===== src/rtl/proc_pkg.sv =====
// Shared definitions for the 10-instruction processor: opcodes, instruction
// word field positions and the fetch-stage state encoding.
package proc_pkg;

    localparam logic [3:0] NOP = 4'h0;
    localparam logic [3:0] LD  = 4'h1;
    localparam logic [3:0] STR = 4'h2;
    localparam logic [3:0] BRA = 4'h3;
    localparam logic [3:0] XOR = 4'h4;
    localparam logic [3:0] ADD = 4'h5;
    localparam logic [3:0] ROT = 4'h6;
    localparam logic [3:0] SHF = 4'h7;
    localparam logic [3:0] HLT = 4'h8;
    localparam logic [3:0] CMP = 4'h9;

    localparam int OP_MSB  = 31;
    localparam int OP_LSB  = 28;
    localparam int IMM_BIT = 27;
    localparam int CC_MSB  = 26;
    localparam int CC_LSB  = 24;
    localparam int SRC_MSB = 23;
    localparam int SRC_LSB = 12;
    localparam int DST_MSB = 11;
    localparam int DST_LSB = 0;

    typedef enum logic [1:0] {FETCH, WAIT, HOLD, HALT} fetch_state_e;

    // Anything above CMP is not part of the instruction set.
    function automatic logic is_illegal(input logic [3:0] op);
        return op > CMP;
    endfunction

endpackage


===== src/rtl/instr_decode.sv =====
// Combinational split of a 32-bit instruction word into processor fields.
// INSTR_FETCH_ILLEGAL_OP_EN turns unknown opcodes into a flagged NOP.
module instr_decode
    import proc_pkg::*;
#(
    parameter int BUSW = 32
) (
    input  logic [31:0]     word,
    output logic [3:0]      Opcode,
    output logic            srcIsImm,
    output logic [BUSW-1:0] SrcOp,
    output logic [BUSW-1:0] DstOp
`ifdef INSTR_FETCH_ILLEGAL_OP_EN
    ,
    output logic            illegal
`endif
);

    always_comb begin
        Opcode   = word[OP_MSB:OP_LSB];
        srcIsImm = word[IMM_BIT];
        SrcOp    = BUSW'(word[SRC_MSB:SRC_LSB]);
        DstOp    = BUSW'(word[DST_MSB:DST_LSB]);
        // A branch carries its condition code where other ops carry a source.
        if (word[OP_MSB:OP_LSB] == BRA) begin
            SrcOp    = BUSW'(word[CC_MSB:CC_LSB]);
            srcIsImm = 1'b0;
        end
`ifdef INSTR_FETCH_ILLEGAL_OP_EN
        illegal = is_illegal(word[OP_MSB:OP_LSB]);
        if (illegal) begin
            Opcode   = NOP;
            srcIsImm = 1'b0;
            SrcOp    = '0;
            DstOp    = '0;
        end
`endif
    end

endmodule


===== src/rtl/instr_fetch.sv =====
// Instruction fetch stage: PC, synchronous imem read, decode and valid/ready
// delivery with branch redirect and halt. Optional: INSTR_FETCH_ILLEGAL_OP_EN.
module instr_fetch
    import proc_pkg::*;
#(
    parameter int            BUSW     = 32,
    parameter int            AW       = 12,
    parameter logic [AW-1:0] RESET_PC = '0,
    parameter int            CNTW     = 16
) (
    input  logic            clk,
    input  logic            rst_n,
    output logic            ImemRen,
    output logic [AW-1:0]   ImemAddr,
    input  logic [31:0]     ImemData,
    output logic [3:0]      Opcode,
    output logic            srcIsImm,
    output logic [BUSW-1:0] SrcOp,
    output logic [BUSW-1:0] DstOp,
    output logic            instValid,
    input  logic            instReady,
    input  logic            BraTaken,
    input  logic [AW-1:0]   BraTarget,
    output logic [AW-1:0]   Pc,
    output logic            Halted,
    output logic [CNTW-1:0] InstCount,
    output logic [1:0]      DbgState
`ifdef INSTR_FETCH_ILLEGAL_OP_EN
    ,
    output logic            IllegalOp,
    output logic [AW-1:0]   IllegalPc
`endif
);

    // Handshake: an instruction transfers on any clk edge where instValid and
    // instReady are both high; fields stay stable while instValid waits.

    fetch_state_e state_q, state_d;

    logic [3:0]      dec_op;
    logic            dec_imm;
    logic [BUSW-1:0] dec_src;
    logic [BUSW-1:0] dec_dst;
    logic            accept;
    logic            redirect;
`ifdef INSTR_FETCH_ILLEGAL_OP_EN
    logic            dec_illegal;
`endif

    instr_decode #(.BUSW(BUSW)) u_decode (
        .word     (ImemData),
        .Opcode   (dec_op),
        .srcIsImm (dec_imm),
        .SrcOp    (dec_src),
        .DstOp    (dec_dst)
`ifdef INSTR_FETCH_ILLEGAL_OP_EN
        ,
        .illegal  (dec_illegal)
`endif
    );

    assign accept   = instValid & instReady;
    assign redirect = BraTaken & (state_q != HALT);
    assign ImemAddr = Pc;
    assign DbgState = state_q;

    always_comb begin
        state_d = state_q;
        ImemRen = 1'b0;
        unique case (state_q)
            FETCH: begin
                ImemRen = 1'b1;
                state_d = WAIT;
            end
            WAIT: state_d = HOLD;
            HOLD: if (accept) state_d = (Opcode == HLT) ? HALT : FETCH;
            HALT: state_d = HALT;
        endcase
        if (redirect) state_d = FETCH;
    end

    always_ff @(posedge clk) begin
        if (!rst_n) begin
            state_q   <= FETCH;
            Pc        <= RESET_PC;
            Opcode    <= NOP;
            srcIsImm  <= 1'b0;
            SrcOp     <= '0;
            DstOp     <= '0;
            instValid <= 1'b0;
            Halted    <= 1'b0;
            InstCount <= '0;
`ifdef INSTR_FETCH_ILLEGAL_OP_EN
            IllegalOp <= 1'b0;
            IllegalPc <= '0;
`endif
        end else begin
            state_q <= state_d;
            if (accept && (InstCount != '1)) InstCount <= InstCount + CNTW'(1);
            // A redirect during WAIT drops the word being returned.
            if (state_q == WAIT && !redirect) begin
                Opcode    <= dec_op;
                srcIsImm  <= dec_imm;
                SrcOp     <= dec_src;
                DstOp     <= dec_dst;
                instValid <= 1'b1;
`ifdef INSTR_FETCH_ILLEGAL_OP_EN
                if (dec_illegal && !IllegalOp) begin
                    IllegalOp <= 1'b1;
                    IllegalPc <= Pc;
                end
`endif
            end
            if (accept) begin
                instValid <= 1'b0;
                if (!redirect) begin
                    if (Opcode == HLT) Halted <= 1'b1;
                    else               Pc     <= Pc + AW'(1);
                end
            end
            // Redirect wins over everything, including an accepted HLT.
            if (redirect) begin
                Pc        <= BraTarget;
                instValid <= 1'b0;
            end
        end
    end

endmodule


===== config.mk =====
export PLATFORM = sky130hd
export DESIGN_NAME = instr_fetch
export DESIGN_NICKNAME = d
export VERILOG_FILES = /design/src/rtl/proc_pkg.sv /design/src/rtl/instr_decode.sv /design/src/rtl/instr_fetch.sv
export SDC_FILE = /design/constraint.sdc
export NUM_CORES = 1
export LEC_CHECK = 0
export CAP_MARGIN = 20
export CORE_ASPECT_RATIO = 1.75
export CORE_MARGIN = 10
export CORE_UTILIZATION = 50
export DETAILED_ROUTE_END_ITERATION = 12
export PLACE_DENSITY = 0.95
export RECOVER_POWER = 100
export SLEW_MARGIN = 10
export SYNTH_ARGS = -nofsm -noshare
export SYNTH_HDL_FRONTEND = slang
export SYNTH_HIERARCHICAL = 1
export SYNTH_SLANG_ARGS = --single-unit
export TNS_END_PERCENT = 20

===== constraint.sdc =====
create_clock -name clk -period 3.35 [get_ports clk]
set_input_delay 0.67 -clock clk [delete_from_list [all_inputs] [get_ports clk]]
set_output_delay 0.67 -clock clk [all_outputs]
set_load 0.01 [all_outputs]

==> impl_summary.log <==
[metrics] register share of total power: 0.498
[metrics] Async SR Flop Fraction: 0
[metrics] Hold Path Origin: SrcOp[21]$_SDFFE_PN0P_
[metrics] share of power burned in the clock network: 0.385
[metrics] Skew-Pair Late Insertion Delay: 0.34 ns
[metrics] initial cell density of the core: 0.5097
[metrics] worst vdd rail ir drop: 0.2875 mV
[metrics] pin count of the biggest net entering global routing: 90
[metrics] Leakage: 2.480 nW
[metrics] TritonCTS clock tree: yes
[metrics] ant diodes: 0
[metrics] worst endpoint required time: 3.50 ns
[metrics] type of element capturing the critical path: flip-flop
[metrics] Routability Congestion: 0.8685
[metrics] RSZ-0062 raised after global routing: false
[metrics] post-detailed-route via-to-cell ratio: a little over 5
[metrics] launching element type of the critical path: primary input
[metrics] worst-margin pin slew: 1.653 ns
[metrics] total negative slack: 0 ns
[metrics] Cell variety after synth: 45
[metrics] Worst Reg-to-Reg Cells: 4
[metrics] number of max-slew violations in the final report: 90
[metrics] Die W: 92.55 um
[metrics] cell-by-cell trace of the critical path: clkdlybuf4s50_1 -> clkinv_1 -> buf_2 -> nor3_1
[metrics] total power draw: about 2.6 mW
[metrics] biggest area contributors in the synthesized netlist: sky130_fd_sc_hd__dfxtp_1, sky130_fd_sc_hd__nand2_1, sky130_fd_sc_hd__buf_4
[metrics] ratio of cells with drive above 1 in the final layout: 0.04688
[metrics] Crit Path Category: primary input to flip-flop
[metrics] worst setup slack for register-to-register paths: 1.32 ns
[metrics] FF-to-FF Start: InstCount[2]$_SDFFE_PN0P_
[metrics] Std-Cell Rows: 46
[metrics] antenna violations before repair: 0
[metrics] DRC errors left: 0
[metrics] TritonCTS Buffers: 9
[metrics] biggest fanout along the worst timing path: 89
[metrics] All-Layer GR Usage: 0.1879
[metrics] violated checks: max-capacitance violations, max-slew violations
[metrics] headroom to the max-slew limit: -0.1023
[metrics] Synth Register Bits: just over 100
[metrics] result of the run: finished with violations
[metrics] top_reg_cell synth: sky130_fd_sc_hd__dfxtp_1
[metrics] PwrDens: 409.5 nW/um2
[metrics] average cell area after synthesis: roughly 7.9 um2
[metrics] cell area after technology mapping: 4606 um2
[metrics] number of cells upsized or downsized after cts: 0
[metrics] wire length of the first global-routing pass: between 20000 and 25000 um
[metrics] Hold Path Depth: 2
[metrics] die height: 147.0 um
[metrics] 1st-iter DRT viols: 173
[metrics] Final HPWL DP: 9862 um
[metrics] Global Route met2 Usage: 0.3351
[metrics] stage delay of the slowest cell on the critical path: approximately 1.2 ns
[metrics] most area-hungry cell type in the Yosys netlist: sky130_fd_sc_hd__dfxtp_1
[metrics] Setup-failing EPs final: 0
[metrics] Max-cap violations: 1
[metrics] per-cell routed wire length: between 15 and 20 um
[metrics] critical-path cell with the highest stage delay: sky130_fd_sc_hd__buf_2
[metrics] switching power summed over all nets: 0.6312 mW
[metrics] cell count after placement: 808
[metrics] arrival time of data at the critical path endpoint: 2.87 ns
[metrics] design internal power: 1.922 mW
[metrics] Max Clk Rate: around 370 MHz
[metrics] R2R Path End: InstCount[13]$_SDFFE_PN0P_
[metrics] total of buffers placed on input and output ports: 161
[metrics] worst clock skew: ~0.0095 ns
[metrics] number of global-route vias before repair: roughly 4.4k
[metrics] number of nets with antenna violations after detailed routing: 0
[metrics] number of flops mapped to enable cells by yosys: 0
[metrics] Total Nets Final: 749
[metrics] commonest cells after routing, fill and taps aside: sky130_fd_sc_hd__nand2_1, sky130_fd_sc_hd__dlygate4sd3_1, sky130_fd_sc_hd__dfxtp_1, sky130_fd_sc_hd__a21oi_1, sky130_fd_sc_hd__clkdlybuf4s50_1
[metrics] busiest grt layer: met2
[metrics] post-route clock period utilization: 0.8120
[metrics] Post-Layout Cell Count: ~820
[metrics] share of Yosys cell area claimed by the top area cell type: 0.4390
[metrics] core area: 9036 um2
[metrics] class of the worst hold path: flip-flop to flip-flop
[metrics] switching power share of the total: 0.2473
[metrics] Pre-Repair DR Iteration Count: 4
[metrics] Worst Hold Endpoint: SrcOp[21]$_SDFFE_PN0P_
[metrics] root buf cell: sky130_fd_sc_hd__clkbuf_16
[metrics] total of warnings raised by yosys: 6
[metrics] sinks on the clock net: 101
[metrics] largest buffer count on any clock path: 2
[metrics] grt met1 use: 0.1809
[metrics] sequential cell area fraction in the yosys report: 0.4390
[metrics] synthesis-to-finish area growth: 35.34%
[metrics] overall die area: 13600 um2
[metrics] hold violation count in the final report: 0
[metrics] GRT overflow: 0
[metrics] count of hold-fix buffers inserted at cts: 0
[metrics] io pins: approximately 160
[metrics] met3 usage in global routing: 0.07704
[metrics] Mapped Cells: just under 600
[metrics] clock slew at reported path FFs: 0.07 ns
[metrics] total routed wirelength: 13100 um
[metrics] combinational fraction of design power: 0.117
[metrics] final critical-path required period: 2.720 ns
[metrics] total number of H-tree levels: 3
[metrics] setup repair bufs after CTS: 0
[metrics] most common cell after layout, fill and taps aside: sky130_fd_sc_hd__nand2_1
[metrics] total via count in the routed design: 4260
==> metrics by stage <==
step,area (um2),hold slack (ns),setup WS (ns),util
3_5_place_dp,5953,0.4458,0.7126,0.6588
4_1_cts,6240,0.4563,1.064,0.6905
6_report,6233,0.4522,0.6298,0.6898
2_1_floorplan,4752,0.4805,1.395,-
5_1_grt,6233,0.4648,0.5091,0.6898
3_3_place_gp,5953,0.4408,0.7642,0.6588
==> kinds of logic (layout without fill, tap and decap cells) <==
family	after synthesis	in the layout	share of synthesized area
AND/OR/NAND/NOR	232	232	0.2350
AO/OA/AOI/OAI	129	129	0.1519
buffers and inverters	104	187	0.1410
flip-flops	101	101	0.4390
XOR/XNOR	9	9	0.01712
multiplexers	4	4	0.009779
adder cells (fa/ha/maj)	2	2	0.005432
other	1	40	0.0008142
==> flip-flops by register name, summed over array words and instances, names as in the netlist <==
name and cells:
ImemAddr 12, SrcOp 32, Opcode 4, instValid 1, InstCount 16, DstOp 32
DbgState 2, srcIsImm 1, Halted 1
==> power by group through the flow <==
stage / sequential (mW) / clock (mW) / combinational, mW
finish: 1.27 / 0.984 / 0.298
global route: 1.28 / 1.05 / 0.326
CTS: 1.27 / 1.01 / 0.320
detailed placement: 1.30 / 0 / 0.319
global placement: 1.30 / 0 / 0.309
floorplan: 1.31 / 0 / 0.173
==> metal layers <==
metal	part of all wire	routed length, um
met1	0.36	4660
met5	0	0
met4	0.030	390
met3	0.089	1163
met2	0.53	6886
==> area by class of cell <==
class | instances | area (um2)
Multi-Input combinational cell | 416 | 2097
Inverter | 5 | 18.77
Sequential cell | 101 | 2022
Fill cell | 730 | 2803
Clock buffer | 10 | 239.0
Timing Repair Buffer | 166 | 1659
Clock inverter | 6 | 47.55
Tap cell | 120 | 150.1
==> cell usage after synthesis, types with 2 or more instances <==
cell	n
sky130_fd_sc_hd__a211oi_1	2
sky130_fd_sc_hd__a21oi_1	93
sky130_fd_sc_hd__a31oi_1	2
sky130_fd_sc_hd__buf_4	69
sky130_fd_sc_hd__clkbuf_1	29
sky130_fd_sc_hd__dfxtp_1	101
sky130_fd_sc_hd__ha_1	2
sky130_fd_sc_hd__inv_1	4
sky130_fd_sc_hd__mux2_1	3
sky130_fd_sc_hd__nand2_1	151
sky130_fd_sc_hd__nand3_1	9
sky130_fd_sc_hd__nand3b_1	2
sky130_fd_sc_hd__nand4_1	8
sky130_fd_sc_hd__nor2_1	14
sky130_fd_sc_hd__nor2b_1	11
sky130_fd_sc_hd__nor3_1	4
sky130_fd_sc_hd__nor3b_1	2
sky130_fd_sc_hd__nor4_1	5
sky130_fd_sc_hd__o21a_1	3
sky130_fd_sc_hd__o21ai_0	16
sky130_fd_sc_hd__o31ai_1	9
sky130_fd_sc_hd__or3_1	6
sky130_fd_sc_hd__or4_1	8
sky130_fd_sc_hd__xnor2_1	8
==> how the worst max path moves through the flow <==
stage,startpoint,endpoint,slack (ns),cells past startpoint
2_1_floorplan,instReady,InstCount[13]$_SDFFE_PN0P_,1.39,4
3_3_place_gp,instReady,InstCount[13]$_SDFFE_PN0P_,0.76,5
3_5_place_dp,instReady,InstCount[13]$_SDFFE_PN0P_,0.71,5
4_1_cts,instReady,InstCount[13]$_SDFFE_PN0P_,1.06,5
5_1_grt,rst_n,SrcOp[9]$_SDFFE_PN0P_,0.51,4
6_report,rst_n,InstCount[15]$_SDFFE_PN0P_,0.63,4
==> critical path, delay by kind of cell <==
kind | cells | cell delay [ns]
buf+inv | 3 | 1.98
simple gates | 1 | 0.14
(Power assumes the default switching activity.)
